===== config.mk =====
export PLATFORM = sky130hd
export DESIGN_NAME = serial_adder
export DESIGN_NICKNAME = d
export VERILOG_FILES = /design/src/rtl/serial_adder_pkg.sv /design/src/rtl/serial_adder_fa.sv /design/src/rtl/serial_adder.sv
export SDC_FILE = /design/constraint.sdc
export NUM_CORES = 1
export LEC_CHECK = 0
export CAP_MARGIN = 10
export CORE_MARGIN = 3
export CORE_UTILIZATION = 40
export CTS_CLUSTER_SIZE = 14
export DETAILED_ROUTE_END_ITERATION = 8
export GPL_ROUTABILITY_DRIVEN = 0
export GPL_TIMING_DRIVEN = 0
export PLACE_DENSITY = 0.71
export SETUP_SLACK_MARGIN = 0.2
export SYNTH_ARGS = -nofsm -noshare
export SYNTH_HDL_FRONTEND = slang
export SYNTH_SLANG_ARGS = --single-unit

===== constraint.sdc =====
create_clock -name clk -period 1.65 [get_ports clk]
set_input_delay 0.33 -clock clk [delete_from_list [all_inputs] [get_ports clk]]
set_output_delay 0.33 -clock clk [all_outputs]
set_load 0.05 [all_outputs]

===== src/rtl/serial_adder_pkg.sv =====
// Shared types and defaults for the bit-serial adder.
package serial_adder_pkg;

  typedef enum logic [1:0] {S_IDLE, S_RUN, S_DONE} state_e;

  localparam int SERIAL_ADDER_WIDTH_DEFAULT = 8;

endpackage


===== src/rtl/serial_adder_fa.sv =====
// Single-bit full-adder cell: s = a^b^cin, c = majority(a,b,cin).
module fa (
  input  logic a,
  input  logic b,
  input  logic cin,
  output logic s,
  output logic c
);

  assign s = a ^ b ^ cin;
  assign c = (a & b) | (a & cin) | (b & cin);

endmodule


===== src/rtl/serial_adder.sv =====
// Bit-serial WIDTH-bit adder: one full-adder cell plus a carry flop, LSB first,
// with valid/ready handshakes on operands and result.
//
// state  | meaning
// S_IDLE | waiting for an operand beat (in_ready=1)
// S_RUN  | adding one bit per cycle, cnt counts processed bits
// S_DONE | result presented (out_valid=1) until out_ready
module serial_adder
  import serial_adder_pkg::*;
#(
  parameter int WIDTH = SERIAL_ADDER_WIDTH_DEFAULT
) (
  input  logic             clk,
  input  logic             rst_n,
  input  logic             in_valid,
  output logic             in_ready,
  input  logic [WIDTH-1:0] a,
  input  logic [WIDTH-1:0] b,
  input  logic             cin,
  output logic             out_valid,
  input  logic             out_ready,
  output logic [WIDTH-1:0] sum,
  output logic             cout
);

  localparam int CW = $clog2(WIDTH) + 1;
  localparam logic [CW-1:0] CNT_LAST = CW'(WIDTH - 1);

  state_e           state;
  logic [WIDTH-1:0] a_sh;
  logic [WIDTH-1:0] b_sh;
  logic [WIDTH-1:0] sum_sh;
  logic [WIDTH-1:0] sum_next;
  logic [CW-1:0]    cnt;
  logic             carry;
  logic             fa_s;
  logic             fa_c;

  fa u_fa (
    .a   (a_sh[0]),
    .b   (b_sh[0]),
    .cin (carry),
    .s   (fa_s),
    .c   (fa_c)
  );

  // New sum bit enters at the MSB so the LSB-first stream lands in place after WIDTH shifts.
  generate
    if (WIDTH == 1) begin : g_w1
      assign sum_next = fa_s;
    end else begin : g_wn
      assign sum_next = {fa_s, sum_sh[WIDTH-1:1]};
    end
  endgenerate

  assign in_ready  = (state == S_IDLE);
  assign out_valid = (state == S_DONE);

  always_ff @(posedge clk or negedge rst_n) begin
    if (!rst_n) begin
      state  <= S_IDLE;
      a_sh   <= '0;
      b_sh   <= '0;
      sum_sh <= '0;
      cnt    <= '0;
      carry  <= 1'b0;
      sum    <= '0;
      cout   <= 1'b0;
    end else begin
      case (state)
        S_IDLE: begin
          if (in_valid) begin
            a_sh  <= a;
            b_sh  <= b;
            carry <= cin;
            cnt   <= '0;
            state <= S_RUN;
          end
        end
        S_RUN: begin
          sum_sh <= sum_next;
          a_sh   <= a_sh >> 1;
          b_sh   <= b_sh >> 1;
          carry  <= fa_c;
          cnt    <= cnt + 1'b1;
          if (cnt == CNT_LAST) begin
            sum   <= sum_next;
            cout  <= fa_c;
            state <= S_DONE;
          end
        end
        S_DONE: begin
          if (out_ready) state <= S_IDLE;
        end
        default: state <= S_IDLE;
      endcase
    end
  end

endmodule


Word-level counts from Yosys, hierarchy flattened
Index checks and enable logic that the tools add are counted.
{"block": "op_classes", "n_reduce_logical": 5, "n_eq_ne": 6, "muxes": 12, "bitwise": 7, "add_sub_neg": 1}
{"op": "$pmux 8 s2", "n": 2}
{"op": "$mux 8", "n": 2}
{"op": "$pmux 4 s2", "n": 1}
{"op": "$mux 2", "n": 3}
{"op": "$pmux 2 s3", "n": 1}
{"op": "$add 4x1->4 const B", "n": 1}
{"op": "$eq 4x3->1 const B", "n": 1}
{"op": "$mux 4", "n": 1}
{"op": "$ne 2x2->1 const B", "n": 2}
{"op": "$reduce_and 2->1", "n": 2}
{"op": "$and 1x1->1", "n": 3}
{"op": "$reduce_and 3->1", "n": 1}
{"op": "$eq 2x1->1 const B", "n": 1}
{"op": "$eq 2x2->1 const B", "n": 1}
{"op": "$logic_not 2->1", "n": 1}
{"op": "$ne 2x1->1 const B", "n": 1}
{"op": "$or 1x1->1", "n": 2}
{"op": "$pmux 1 s2", "n": 1}
{"op": "$reduce_bool 2->1", "n": 1}
{"op": "$xor 1x1->1", "n": 2}
{"op": "$mux 1", "n": 1}
{"block": "totals", "inputBits": 21, "register_bits": 40, "word_cells": 39, "out_inout_bits": 11}

Depth between registers and ports, before layout
Gate-level depths: netlist (run 1).
{"block": "logic_depth", "word_depth": 4, "depth_mapped": 5, "depth_no_buf": 4}

Hierarchy
A second synthesis (run 1) with hierarchy kept.
{"block": "hier_totals", "cells_unflattened": 170, "hier_area_um2": 1766.7}
{"mod": "serial_adder", "n_inst": 1, "area_per_inst_um2": 1746.7, "cells_per_inst": 169, "seq_area_each_um2": 975.9}
{"mod": "fa", "n_inst": 1, "area_per_inst_um2": 20.0, "cells_per_inst": 1, "seq_area_each_um2": 0.0}

Worst setup path before layout (run 1)
Ideal clock, no wire load.
{"block": "synth_path", "path_kind": "register -> output", "startpoint": "register state[1]", "endpoint": "output in_ready", "required_ns": 1.320, "stages_incl_launch_ff": 4, "t_arrival_ns": 1.469, "setup_slack_ns": -0.149, "path_buffers": 2, "path_cell_list": "dfrtp_1 > clkbuf_1 > clkbuf_1 > nor2_1"}
{"block": "synth_between", "elab_chain_cells": 1}
{"element": "start, declared", "line_no": "serial_adder.sv:29", "source": "state_e state;"}
{"element": "start signal, assigned", "line_no": "serial_adder.sv:61", "source": "state <= S_IDLE;"}
{"element": "start signal, assigned", "line_no": "serial_adder.sv:77", "source": "state <= S_RUN;"}
{"element": "start signal, assigned", "line_no": "serial_adder.sv:89", "source": "state <= S_DONE;"}
{"element": "$logic_not 2->1", "line_no": "serial_adder.sv:56", "source": "assign in_ready = (state == S_IDLE);"}
{"element": "end, declared", "line_no": "serial_adder.sv:16", "source": "output logic in_ready,"}
Every way passes these cells.

Final worst setup path (run 1)
Ends and elaborated chain as after synthesis.

==> results of run 1 <==
[power groups by stage]
stage / clock network, mW / logic, mW / registers, mW
detailed placement: 0 / 1.68 / 1.64
finish: 0.639 / 1.92 / 1.63
global route: 0.699 / 2.11 / 1.69
global placement: 0 / 1.63 / 1.63
floorplan: 0 / 0.889 / 1.90
CTS: 0.653 / 1.82 / 1.62
[sequential cells by signal, summed over array words and instances, names as in the netlist]
name,count
carry,1
sum_sh,7
b_sh,8
cout,1
cnt,4
sum,8
a_sh,8
state,2
[metal layers]
layer  track usage  wire, µm  up-vias
met5             0         0        -
met4        0.0594        61        0
met3        0.0413       130        6
met2         0.249      1850       32
met1         0.222      1880      672
li1              -         -      699
[worst max-delay path: cells and delay by family, from the launching register on]
kind                   cells  cell delay [ns]
DFF                        1             0.42
buffers and inverters      3             0.41
and+or+nand+nor            1             0.10
[per-stage QoR]
| step | total power, mW | util |
|---|---|---|
| after global placement | 3.27 | 0.522 |
| final | 4.19 | 0.590 |
| after floorplan | 2.78 | - |
| after detailed placement | 3.32 | 0.521 |
| after global routing | 4.50 | 0.590 |
| after CTS | 4.09 | 0.573 |
[layout make-up]
type	instances	area (µm²)
inverters	1	3.75
plain buffers	10	85.1
well taps	50	62.6
clock buffers	5	68.8
fillers	353	1700
multi-input cells	121	798
flip-flops and latches	39	977
repair buffers	43	430
clock inverters	3	20.0
[how the worst max path moves through the flow]
stage              from        to  slack (ns)  cells after the start
6_report       state[1]  in_ready        0.09                      4
3_3_place_gp      rst_n   b_sh[4]       -0.69                      1
5_1_grt        state[1]  in_ready        0.02                      4
4_1_cts        state[1]    sum[7]        0.06                      6
2_1_floorplan  state[1]      cout        0.17                      4
3_5_place_dp   state[1]  in_ready       -0.67                      4
[cells in the final DEF (no fill, tap or decap), types with 8 or more instances in the layout]
cell	instances
a22oi_1	15
dfrtp_1	38
nor2b_1	19
clkdlybuf4s15_2	9
clkdlybuf4s50_1	18
buf_4	9
a21oi_1	18
o21ai_0	18
nand2_1	26
mux2_4	8
[logic make-up after synthesis]
group	after synthesis	synth area share
and+or+nand+nor	53	0.150
DFF	39	0.550
muxes	10	0.0634
AOI/OAI and AO/OA	56	0.188
buffers and inverters	11	0.0303
adders and majority gates	2	0.0183
[what timing repair did]
action / CTS / global route
endpoints found under the setup margin: 44 / 27
setup buffers: 9 / 3
resized for setup: 57 / 16
pin swaps: 1 / 2
==> flow_summary.ini, run 1 <==
[floorplanning]
die_h_um = 72.6
initial_core_util = 0.428
core_area_mm2 = 0.00414
core.rowCount = 23
chipWidth_um = 72.6
boundaryPins = 32
dieArea_mm2 = 0.00527

[timing]
hold_viol = 0
period_needed_ns = 1.56
slew_viol_final = 0
setup_viol = 0
max_freq_mhz = 641
layout_worst_path_cycle_share = 0.945
relSlewSlack = 0.436
tns_ns = 0
worstMarginPinSlew_ns = 0.846
rsz0062_at_grt = true
skew_ns = 0.00468
holdWs_ns = 0.137
worst_slack_ns = 0.0902

[pwr]
max-vdd-ir-drop_mv = 0.748
p_clk_frac = 0.153
power_leakage_nw = 1.09
p_seq_frac = 0.389
powerDensity_mw_per_mm2 = 1710
p_int_mw = 2.52
sw_frac_of_total = 0.398
p_switching_mw = 1.67
pwr-share-comb = 0.459

[place]
place_ws_ns = -0.669
dpl_cell_area_mm2 = 0.00216
io_buffers = 31
dpl.hpwl_um = 2500
dp.cells = 252

[cts]
cts_max_path_buffers = 2
cts_tree = yes
clock-sinks = 39
cts_hold_buf = 0
h-tree-depth = 2
cts-root-buf = clkbuf_8
clk_pin_slew_worst_paths_ns = 0.08
cts_buffers = 5
clk_latency_ns = 0.29

[worst_setup_path]
worst-r2r-cell-count = 6
worstPathMaxFanout = 6
crit_path_top_delay_cell = dfrtp_1
worstSetupPathType = register to output pin
arrival_ns = 1.23
slowest_delay_ns = 0.42
r2r_setup_slack_ns = 0.10
r2r_start = state[1]
endpoint_kind = output pin
worstPathCellList = buf_8 > buf_8 > nor2_4 > buf_8
r2r-end = sum[3]
crit_path_start_kind = register
crit_top_cell = buf_8
worstPathRequired_ns = 1.32

[logic_synthesis]
synth.distinct_cells = 21
synth_cells = 171
synth.most_common_cell = dfrtp_1
avgSynthCellArea_um2 = 10.4
synth.area.top_cells = dfrtp_1, nor2b_1, a22oi_1, mux2_2, nand2_1
ys_ff_latch = 39
synth_top_cells_by_count = dfrtp_1, nand2_1, nor2b_1
async_flop_share = 1.00
synthesis.area_mm2 = 0.00178
yosysSeqAreaShare = 0.550
synthFlopType = dfrtp_1
yosysTopAreaCell = dfrtp_1
yosysTopAreaCellShare = 0.550
synth_edf_count = 0
yosys_warnings = 0
syn_nets = 194

[cells_and_area]
area_delta_synth_final_pct = 37.8
drive_gt1_frac = 0.252
diodes = 0
stdcell_count = 272
fin_area_mm2 = 0.00245
finalNetCount = 244

[global_routing]
grt_max_degree = 40
grt_use_total = 0.162
grt_pass1_wl_um = 6600
grt_pass1_vias = 1410
antenna_found_initial = 0
grt_overflow_total = 0

[detailed_routing]
routed_wl_um = 3930
drt-pass1-iter-count = 4
vias = 1409
dr.first_iter.drc_count = 105
routed_via_density = 5.18
wl_per_cell_um = 14.4
drcViolationCount = 0
postRouteAntennaNets = 0

[min_path]
hp-class = primary input to async pin

[run_status]
outcome = finished, final reports clean

[flow_run]
drv_cap = 0
(Power assumes the default switching activity.)
==> run 2, diff against run 1 <==
--- a/config.mk
+++ b/config.mk
@@ -10,7 +10,6 @@
 export CORE_UTILIZATION = 40
 export CTS_CLUSTER_SIZE = 14
 export DETAILED_ROUTE_END_ITERATION = 8
-export GPL_ROUTABILITY_DRIVEN = 0
 export GPL_TIMING_DRIVEN = 0
 export PLACE_DENSITY = 0.71
 export SETUP_SLACK_MARGIN = 0.2
==> results of run 2 <==
Same layout as run 1: the final DEF is identical, and so are final timing and power.
==> run 3, diff against run 2 <==
--- a/config.mk
+++ b/config.mk
@@ -6,6 +6,7 @@
 export NUM_CORES = 1
 export LEC_CHECK = 0
 export CAP_MARGIN = 10
+export CORE_ASPECT_RATIO = 0.8
 export CORE_MARGIN = 3
 export CORE_UTILIZATION = 40
 export CTS_CLUSTER_SIZE = 14
@@ -13,6 +14,7 @@
 export GPL_TIMING_DRIVEN = 0
 export PLACE_DENSITY = 0.71
 export SETUP_SLACK_MARGIN = 0.2
+export SKIP_LAST_GASP = 1
 export SYNTH_ARGS = -nofsm -noshare
 export SYNTH_HDL_FRONTEND = slang
 export SYNTH_SLANG_ARGS = --single-unit
==> flow_summary.ini, run 3 (synthesized netlist as in run 1, its figures left out) <==
[cts]
clock-sinks = 39
clk_latency_ns = 0.29
cts_tree = yes
h-tree-depth = 2
cts_max_path_buffers = 2
clk_pin_slew_worst_paths_ns = 0.08
cts-root-buf = clkbuf_8
cts_hold_buf = 0
cts_buffers = 5

[cells_and_area]
final_cell_mix = dfrtp_1, nand2_1
finalNetCount = 244
utilization = 0.591
area_delta_synth_final_pct = 40.8
stdcell_count = 279
drive_gt1_frac = 0.257
diodes = 0
biggestRegsByFlops = a_sh: 8 flops, b_sh: 8 flops, sum: 8 flops
final_common_cell = dfrtp_1

[worst_setup_path]
worstSetupPathType = register to output pin
endpoint_kind = output pin
crit_path_start_kind = register
r2r-end = cout
arrival_ns = 1.22
worstPathRequired_ns = 1.32
worstPathMaxFanout = 10
r2r_start = cnt[0]
worst-r2r-cell-count = 5
r2r_setup_slack_ns = 0.19

[floorplanning]
core.rowCount = 21
core_area_mm2 = 0.00423
initial_core_util = 0.420
die_h_um = 65.6
dieArea_mm2 = 0.00528
chipWidth_um = 80.5
boundaryPins = 32

[detailed_routing]
dr.first_iter.drc_count = 68
highest_layer = met4
vias = 1426
drt-met1-wl_um = 1920
drcViolationCount = 0
met3WireLength_um = 217
routed_wl_um = 3990
postRouteAntennaNets = 0
drt-pass1-iter-count = 4
routed_via_density = 5.11
route.met2.wl_um = 1830
wl_per_cell_um = 14.3

[timing]
rsz0062_at_grt = true
max_freq_mhz = 646
setup_viol = 0
relSlewSlack = 0.430
layout_worst_path_cycle_share = 0.938
slew_viol_final = 0
worstMarginPinSlew_ns = 0.855
skew_ns = 0.0115
period_needed_ns = 1.55
hold_viol = 0

[global_routing]
grt_overflow_total = 0
grt_max_degree = 40
grt_pass1_vias = 1336
antenna_found_initial = 0
grt_use_total = 0.161
grt_pass1_wl_um = 6390

[place]
gp_congestion = 0.744
dpl.hpwl_um = 2480
io_buffers = 31
dp.cells = 259

[pwr]
pwr-share-comb = 0.428
p_clk_frac = 0.207
p_int_mw = 2.85
p_switching_mw = 1.67
power_leakage_nw = 1.12
max-vdd-ir-drop_mv = 0.653
powerDensity_mw_per_mm2 = 1810
p_seq_frac = 0.365
sw_frac_of_total = 0.369

[min_path]
hp-class = primary input to async pin

[run_status]
outcome = finished, final reports clean

[flow_run]
drv_cap = 0
==> run 3: changes by cell type in the layout (fill, tap and decap cells not counted), moves of 2 or more <==
cell	delta
buf_8	-4
buf_4	+2
bufinv_16	+2
clkinvlp_4	-2
==> run 3: routing by layer <==
metal / vias up / GRT usage
li1: 700 / -
met1: 683 / 0.228
met2: 41 / 0.239
met3: 2 / 0.0411
met4: 0 / 0.0570
met5: - / 0
==> run 3: area by class of cell <==
cell class | instances | area [µm²]
Fill cell | 362 | 1730
Sequential cell | 39 | 977
Multi-Input combinational cell | 121 | 802
Timing Repair Buffer | 43 | 415
Buffer | 10 | 97.6
Clock buffer | 6 | 72.6
Tap cell | 57 | 71.3
Clock inverter | 2 | 60.1
Inverter | 1 | 3.75
==> run 3: power groups by stage <==
stage	clock network, mW	registers [mW]	logic [mW]
after global placement	0	1.64	1.63
final	0.937	1.65	1.93
after CTS	0.946	1.63	1.77
after global routing	1.01	1.71	2.13
after detailed placement	0	1.65	1.65
after floorplan	0	1.90	0.889
==> run 3: worst max-delay path by stage <==
stage / start / to / slack (ns)
2_1_floorplan: state[1] / cout / 0.17
3_3_place_gp: rst_n / b_sh[5] / -0.68
3_5_place_dp: state[1] / in_ready / -0.67
4_1_cts: state[1] / in_ready / 0.1
5_1_grt: state[1] / in_ready / 0.04
6_report: state[0] / in_ready / 0.10
==> run 3: stage by stage <==
stage | hold slack (ns) | power (mW) | setup TNS, ns | instance area (µm²) | setup slack [ns]
finish | 0.141 | 4.52 | 0 | 2500 | 0.102
floorplan | 0.0344 | 2.78 | 0 | 1790 | 0.171
global route | 0.197 | 4.84 | 0 | 2500 | 0.0396
detailed placement | 0.475 | 3.30 | -6.47 | 2170 | -0.665
CTS | 0.170 | 4.35 | 0 | 2420 | 0.0975
global placement | 0.461 | 3.27 | -32.68 | 2170 | -0.678
==> run 3: timing repair <==
action                                  4_1_cts  5_1_grt
pin swaps                                     1        2
endpoints found under the setup margin       44       28
setup buffers                                 8        4
resized for setup                            56       16
==> run 3: critical path, cell delays in order, from the launching register on <==
cell	delay [ns]
dfrtp_2	0.47
buf_4	0.20
nor2_4	0.10
buf_6	0.16
